==> config.mk <==
export PLATFORM = sky130hd
export DESIGN_NAME = sorted_stream_reader
export DESIGN_NICKNAME = d
export VERILOG_FILES = /design/src/rtl/sorted_stream_reader.sv
export SDC_FILE = /design/constraint.sdc
export NUM_CORES = 2
export LEC_CHECK = 0
export ABC_AREA = 0
export CORE_AREA = 3 3 408 410
export CTS_BUF_LIST = sky130_fd_sc_hd__clkbuf_8
export DETAILED_ROUTE_END_ITERATION = 8
export DIE_AREA = 0 0 411 413
export PLACE_DENSITY_LB_ADDON = 0.3
export SYNTH_ARGS = -nofsm -noshare
export SYNTH_HDL_FRONTEND = slang
export SYNTH_SLANG_ARGS = --single-unit
export TNS_END_PERCENT = 50
==> constraint.sdc <==
create_clock -name clk -period 30.8 [get_ports clk]
set_input_delay 6.16 -clock clk [delete_from_list [all_inputs] [get_ports clk]]
set_output_delay 6.16 -clock clk [all_outputs]
set_load 0.005 [all_outputs]
==> src/rtl/sorted_stream_reader.sv <==
// ============================================================================
//  Module   : sorted_stream_reader
//  Purpose  : Snapshots packed sorter data/address arrays and streams them
//             out one element per cycle under valid/ready flow control.
//  Revision : 1.0  initial release
// ============================================================================
`default_nettype none

module sorted_stream_reader #(
    parameter int N = 64,
    parameter int W = 8
) (
    input  logic             clk,
    input  logic             rst,
    input  logic             start,
    input  logic             descending,
    input  logic [W*N-1:0]   sorted_data,
    input  logic [W*N-1:0]   sorted_addr,
    input  logic             out_ready,
    output logic             out_valid,
    output logic [W-1:0]     out_data,
    output logic [W-1:0]     out_addr,
    output logic [7:0]       out_index,
    output logic             out_last,
    output logic             busy,
    output logic             done
);

    localparam int AW = (N > 1) ? $clog2(N) : 1;
    localparam logic [AW-1:0] c_ptr_zero = '0;
    localparam logic [AW-1:0] c_ptr_one  = AW'(1);
    localparam logic [AW-1:0] c_ptr_last = AW'(N - 1);

    typedef enum logic [1:0] {
        S_IDLE   = 2'd0,
        S_SNAP   = 2'd1,
        S_STREAM = 2'd2,
        S_DONE   = 2'd3
    } state_t;

    state_t          r_state;
    state_t          w_state_next;

    logic [W-1:0]    r_snap_data [N];
    logic [W-1:0]    r_snap_addr [N];
    logic            r_desc;
    logic [AW-1:0]   r_ptr;
    logic [W-1:0]    r_out_data;
    logic [W-1:0]    r_out_addr;
    logic [7:0]      r_out_index;

    logic [AW-1:0]   w_ptr_next;
    logic [AW-1:0]   w_ptr_end;
    logic            w_at_end;
    logic            w_xfer;

    assign w_ptr_end  = r_desc ? c_ptr_zero : c_ptr_last;
    assign w_at_end   = (r_ptr == w_ptr_end);
    assign w_xfer     = (r_state == S_STREAM) && out_ready;
    assign w_ptr_next = r_desc ? (r_ptr - c_ptr_one) : (r_ptr + c_ptr_one);

    always_ff @(posedge clk) begin
        if (!rst) begin
            r_state <= S_IDLE;
        end else begin
            r_state <= w_state_next;
        end
    end

    always_comb begin
        w_state_next = r_state;
        case (r_state)
            S_IDLE:   if (start) w_state_next = S_SNAP;
            S_SNAP:   w_state_next = S_STREAM;
            S_STREAM: if (w_xfer && w_at_end) w_state_next = S_DONE;
            S_DONE:   w_state_next = S_IDLE;
            default:  w_state_next = S_IDLE;
        endcase
    end

    // The output registers always mirror the snapshot entry under r_ptr, so the
    // presented element stays put during backpressure and holds through IDLE.
    always_ff @(posedge clk) begin
        if (!rst) begin
            r_desc      <= 1'b0;
            r_ptr       <= c_ptr_zero;
            r_out_data  <= '0;
            r_out_addr  <= '0;
            r_out_index <= '0;
            for (int i = 0; i < N; i++) begin
                r_snap_data[i] <= '0;
                r_snap_addr[i] <= '0;
            end
        end else begin
            if ((r_state == S_IDLE) && start) begin
                for (int i = 0; i < N; i++) begin
                    r_snap_data[i] <= sorted_data[W*i +: W];
                    r_snap_addr[i] <= sorted_addr[W*i +: W];
                end
                r_desc <= descending;
                r_ptr  <= descending ? c_ptr_last : c_ptr_zero;
            end
            if (r_state == S_SNAP) begin
                r_out_data  <= r_snap_data[r_ptr];
                r_out_addr  <= r_snap_addr[r_ptr];
                r_out_index <= 8'(r_ptr);
            end
            // The final element never advances the pointer, so it cannot wrap.
            if (w_xfer && !w_at_end) begin
                r_ptr       <= w_ptr_next;
                r_out_data  <= r_snap_data[w_ptr_next];
                r_out_addr  <= r_snap_addr[w_ptr_next];
                r_out_index <= 8'(w_ptr_next);
            end
        end
    end

    assign out_valid = (r_state == S_STREAM);
    assign out_last  = (r_state == S_STREAM) && w_at_end;
    assign busy      = (r_state != S_IDLE);
    assign done      = (r_state == S_DONE);
    assign out_data  = r_out_data;
    assign out_addr  = r_out_addr;
    assign out_index = r_out_index;

endmodule

`default_nettype wire

======== Yosys cells after proc, flatten, opt, wreduce, memory -nomap -nowiden ========
Memory sizes are Yosys's and may differ from the RTL's. A register that Yosys moved wholly into a read port is not among the register bits.
Index checks and enable logic that the tools add are counted.
storage, ports and cells
  register bits ........................... 31
  bits in writable memories ............... 1024
  input bits .............................. 1029
  memories kept ........................... 2
memory list
  name         words  width  rd ports  clocked after Yosys merged registers in  wr ports  line  source
  r_snap_addr  64     8      2         1                                        64        45    logic [W-1:0] r_snap_addr [N];
  r_snap_data  64     8      2         1                                        64        44    logic [W-1:0] r_snap_data [N];
operators by class
  add/sub/neg operators ................... 2
  equality and inequality tests ........... 6
  mux-type cells .......................... 150
  bitwise logic cells ..................... 128
  reductions and logical operators ........ 11
operators by type and width
  cell                                               count
  2-to-1 mux 8 bit                                   132
  OR 1 bit                                           128
  2-to-1 mux 6 bit                                   11
  case mux 2 bit (4 select lines)                    1
  adder 6 x 1 -> 6 bit (second input constant)       1
  == test 6 bit                                      1
  nonzero test 2 bit                                 3
  subtractor 6 x 1 -> 6 bit (second input constant)  1
  logical AND 1 bit                                  5
  == test 2 bit (second input constant)              2
  2-to-1 mux 1 bit                                   4
  2-to-1 mux 2 bit                                   2
  == test 2 x 1 -> 1 bit (second input constant)     1
  zero test 2 bit                                    1
  != test 2 x 1 -> 1 bit (second input constant)     1
  != test 2 bit (second input constant)              1
  AND reduction 2 bit                                1
  zero test 1 bit                                    1

======== Longest topological paths before layout ========
  depth in word-level cells ............... 7
  mapped depth ............................ 10

======== Least setup slack after synthesis ========
Ideal clock, no wire load.
  path type ............................... input to register
  from .................................... input port rst
  to ...................................... memory r_snap_addr[0][0] (enable)
  library setup time ...................... 7.058 ns
  arrival time ............................ 23.108 ns
  required time ........................... 23.742 ns
  slack ................................... 0.635 ns
  cell stages on the path ................. 3
  path buffers ............................ 2
  cell sequence ........................... clkbuf_1 -> clkbuf_1 -> nand2_1
RTL lines
  element          line  source
  start, declared  14    input logic rst,
  end, declared    45

==> summary.md <==
| Metric | Value |
|---|---|
| Max incr delay on CP | `just under 1 ns` |
| Syn_area_per_cell | `13.8 µm²` |
| Area grow syn2layout | `29.2%` |
| Synth Flop Type | `edfxtp_1` |
| Final ANT Viol Nets | `0` |
| Final Util | `between 40% and 50%` |
| GRT Total Usage | `28.6%` |
| Vias in the first global route | `41351` |
| Logic pwr share | `43.4%` |
| Final setup viols | `0` |
| Critical path fanouts, max | `84` |
| Routed via count | `41374` |
| Slowest CP cell | `buf_4` |
| Post-synthesis sequential area ratio | `56.3%` |
| First-pass GRT wire length | `334000 µm` |
| Hold Buf Count CTS | `0` |
| FF-to-FF Start | `r_ptr[0]` |
| Post-Synth Simple-Gate Area | `15.1%` |
| TritonRoute pass-1 iters | `6` |
| Post-synthesis instance total | `4043` |
| Synth Area in Compound Gates | `5.91%` |
| Internal power | `0.00370 W` |
| Crit end category | `register` |
| Final hold viol count | `0` |
| Cell Area, Synth | `0.0560 mm²` |
| XOR/XNOR Fraction of Synth Area | `0.112%` |
| Width of the die | `411 µm` |
| Htree depth | `4` |
| CTS tree | `done` |
| Switch Pwr | `0.00253 W` |
| Slew @ Worst Pin | `roughly 1.2 ns` |
| Worst skew pair latency | `approximately 0.93 ns` |
| Post-route insts no fill | `about 7400` |
| # rows | `between 100 and 150` |
| Placed Cells | `~7000` |
| Routed wire length | `250000 µm` |
| DP Wirelength | `185000 µm` |
| Post-CTS Setup Inserts | `0` |
| Nets | `6064` |
| Largest family of logic cells by synthesized area | `multiplexers` |
| Drt drc | `0` |
| Slew Limit Headroom | `16.7%` |
| Starting DRT DRC Count | `4719` |
| Synth warn | `0` |
| Outcome | `finished, final reports clean` |
| Multiplexer area fraction after synthesis | `between 10% and 20%` |
| Max-Cap Viols | `0` |
| Largest net degree at the start of global routing | `313` |
| Final worst-path cycle share | `33.1%` |
| IO buf count | `between 1000 and 1500` |
| Post-DR wirelength/cell | `33.7 µm` |
| Post-CTS sizing | `0` |
| Share of layout cells above drive strength 1 | `13.4%` |
| Clock Skew | `0.0634 ns` |
| Crit path DAT | `10.72 ns` |
| Clock net sink count | `1061` |
| Final worst path period need | `10.20 ns` |
| Full die area | `0.170 mm²` |
| Total CTS buffers | `188` |
| Adder-cell area share of the yosys netlist | `0.215%` |
| Synth cell types | `63` |
| LEAKAGE | `25.3 nW` |
| Share of power burned in the clock network | `a little over a fifth` |
| Die Y | `413 µm` |
| Hold Path Origin | `out_index[1]` |
| IO Pins | `1057` |
| Pwr Density | `86.2 mW/mm²` |
| RSZ-0062 raised after global routing | `no` |
| Switching Fraction | `40.6%` |
| Crit-path leading delay family | `buffers and inverters` |
| RePlAce Congestion | `0.915` |
| CTS Buffer Depth | `3` |
| WP buf/inv | `4` |
| Vias per cell | `5.58` |
| Starting Density | `roughly a third` |
| Worst-path clk slew | `0.06 ns` |
| Sequential power share | `around 36%` |
| Core box area | `0.163 mm²` |
| Setup TNS | `0 ns` |
| Most common cell on crit path | `buf_4` |
| Nature of the critical path startpoint | `input port` |
| Setup crit start | `start` |
| Peak VDD IR | `0.0979 mV` |
| Cell Chain, Critical Path | `clkdlybuf4s50_1 -> nand2_1 -> nand2_4 -> buf_4 -> buf_4 -> buf_4` |
| Critical path required time | `roughly 31 ns` |
| Slew Limit Fails | `0` |
| Worst Hold Class | `register to register` |
| Congestion Overflow GR | `0` |
| Asr flop ratio synth | `0%` |
| Yosys reg bits | `about 1100` |
| Clock Tree Root | `clkbuf_8` |
| EDFF count, synth | `1024` |
| Critical path class | `input port to register` |
| Fmax | `slightly below 0.1 GHz` |
| Initial antenna violation count | `88` |
## flip-flops by register name, summed over array words and instances, names as in the netlist, named ones only
| name | cells |
|---|---|
| r_ptr | 6 |
| out_data | 8 |
| r_desc | 1 |
| r_snap_data | 512 |
| r_snap_addr | 512 |
| out_addr | 8 |
| out_index | 6 |
| r_state | 2 |
## cell usage in the layout (no fill, tap or decap), types with 33 or more instances in the layout
master              n
and2_1           1025
o211ai_1           61
edfxtp_1         1024
a22oi_1            47
a21oi_1            43
o22ai_1            64
clkinv_1           42
a22o_1             47
clkbuf_8          190
o21ai_0            41
dfxtp_1            33
diode_2            68
nand2_1           282
buf_4              79
clkdlybuf4s50_1  1053
mux2i_1           366
nand3_1            65
inv_1              61
mux4_2            322
## stage by stage
stage	setup WS, ns	hold slack, ns	power, W	instance area [µm²]
5_1_grt	20.39	0.571	0.00648	72200
2_1_floorplan	0.635	0.511	0.00409	56000
3_5_place_dp	19.70	0.537	0.00500	68500
3_3_place_gp	19.77	0.532	0.00497	68500
4_1_cts	20.67	0.545	0.00630	72100
6_report	20.60	0.547	0.00623	72300
## final cells by class
class | count | area [µm²]
Clock inverter | 151 | 990
Sequential cell | 1061 | 31500
Tap cell | 2175 | 2720
Clock buffer | 190 | 2620
Antenna cell | 68 | 170
Fill cell | 14747 | 90500
Multi-Input combinational cell | 2629 | 23000
Inverter | 8 | 32.5
Timing Repair Buffer | 1138 | 11200
## cell usage after synthesis, types with 15 or more instances
cell type | n | area share (%)
o22ai_1 | 64 | 0.72
a22oi_1 | 47 | 0.63
a221oi_1 | 32 | 0.50
buf_1 | 16 | 0.11
o21ai_0 | 41 | 0.37
nor2_1 | 29 | 0.19
edfxtp_1 | 1024 | 55
clkbuf_1 | 211 | 1.4
o211ai_1 | 61 | 0.82
a31oi_1 | 18 | 0.20
dfxtp_1 | 37 | 1.3
nand2_1 | 283 | 1.9
and2_1 | 1027 | 11
nand4_1 | 32 | 0.36
mux4_2 | 322 | 13
mux2i_1 | 366 | 6.5
buf_4 | 28 | 0.38
a21oi_1 | 43 | 0.38
nor4_1 | 15 | 0.17
nand3_1 | 66 | 0.59
a22o_1 | 47 | 0.74
o2111ai_1 | 15 | 0.23
a32oi_1 | 32 | 0.50
buf_2 | 80 | 0.72
## worst paths after layout
check / slack, ns / endpoint / depth (start not counted)
min: 0.55 / out_index[1] / 2
max: 20.60 / r_snap_addr[55][5] / 6
min reg2reg: 0.55 / out_index[1] / 2
max reg2reg: 25.17 / out_data[3] / 10
## per-layer routing
metal | global-route usage, % | vias up | share of wire (%)
li1 | - | 17500 | -
met1 | 34.1 | 20949 | 37
met2 | 48.3 | 2394 | 49
met3 | 7.24 | 489 | 8.8
met4 | 13.3 | 42 | 4.9
met5 | 0 | - | 0.12
## worst register-to-register path: stages, from the launching register on
cell	delay, ns
dfxtp_4	0.89
fa_4	0.54
xor2_4	0.15
buf_4	0.48
buf_4	0.81
buf_4	0.91
mux2i_1	0.36
a22oi_1	0.12
a31oi_1	0.69
a22o_1	0.41
a311oi_2	0.07
## kinds of logic (layout without fill, tap and decap cells)
| group | Yosys count | in the layout |
|---|---|---|
| other | 1 | 70 |
| adders and majority gates | 9 | 9 |
| muxes | 689 | 689 |
| DFF | 1061 | 1061 |
| AOI/OAI and AO/OA | 446 | 446 |
| xor gates and xnor gates | 5 | 5 |
| and+or+nand+nor | 1478 | 1478 |
| buffers and inverters | 354 | 1487 |
## power groups by stage
stage	combinational (W)	clock [W]	sequential [W]
2_1_floorplan	0.00164	0	0.00245
3_3_place_gp	0.00273	0	0.00224
3_5_place_dp	0.00274	0	0.00225
4_1_cts	0.00275	0.00132	0.00223
5_1_grt	0.00284	0.00138	0.00226
6_report	0.00270	0.00129	0.00223
(Power assumes the default switching activity.)
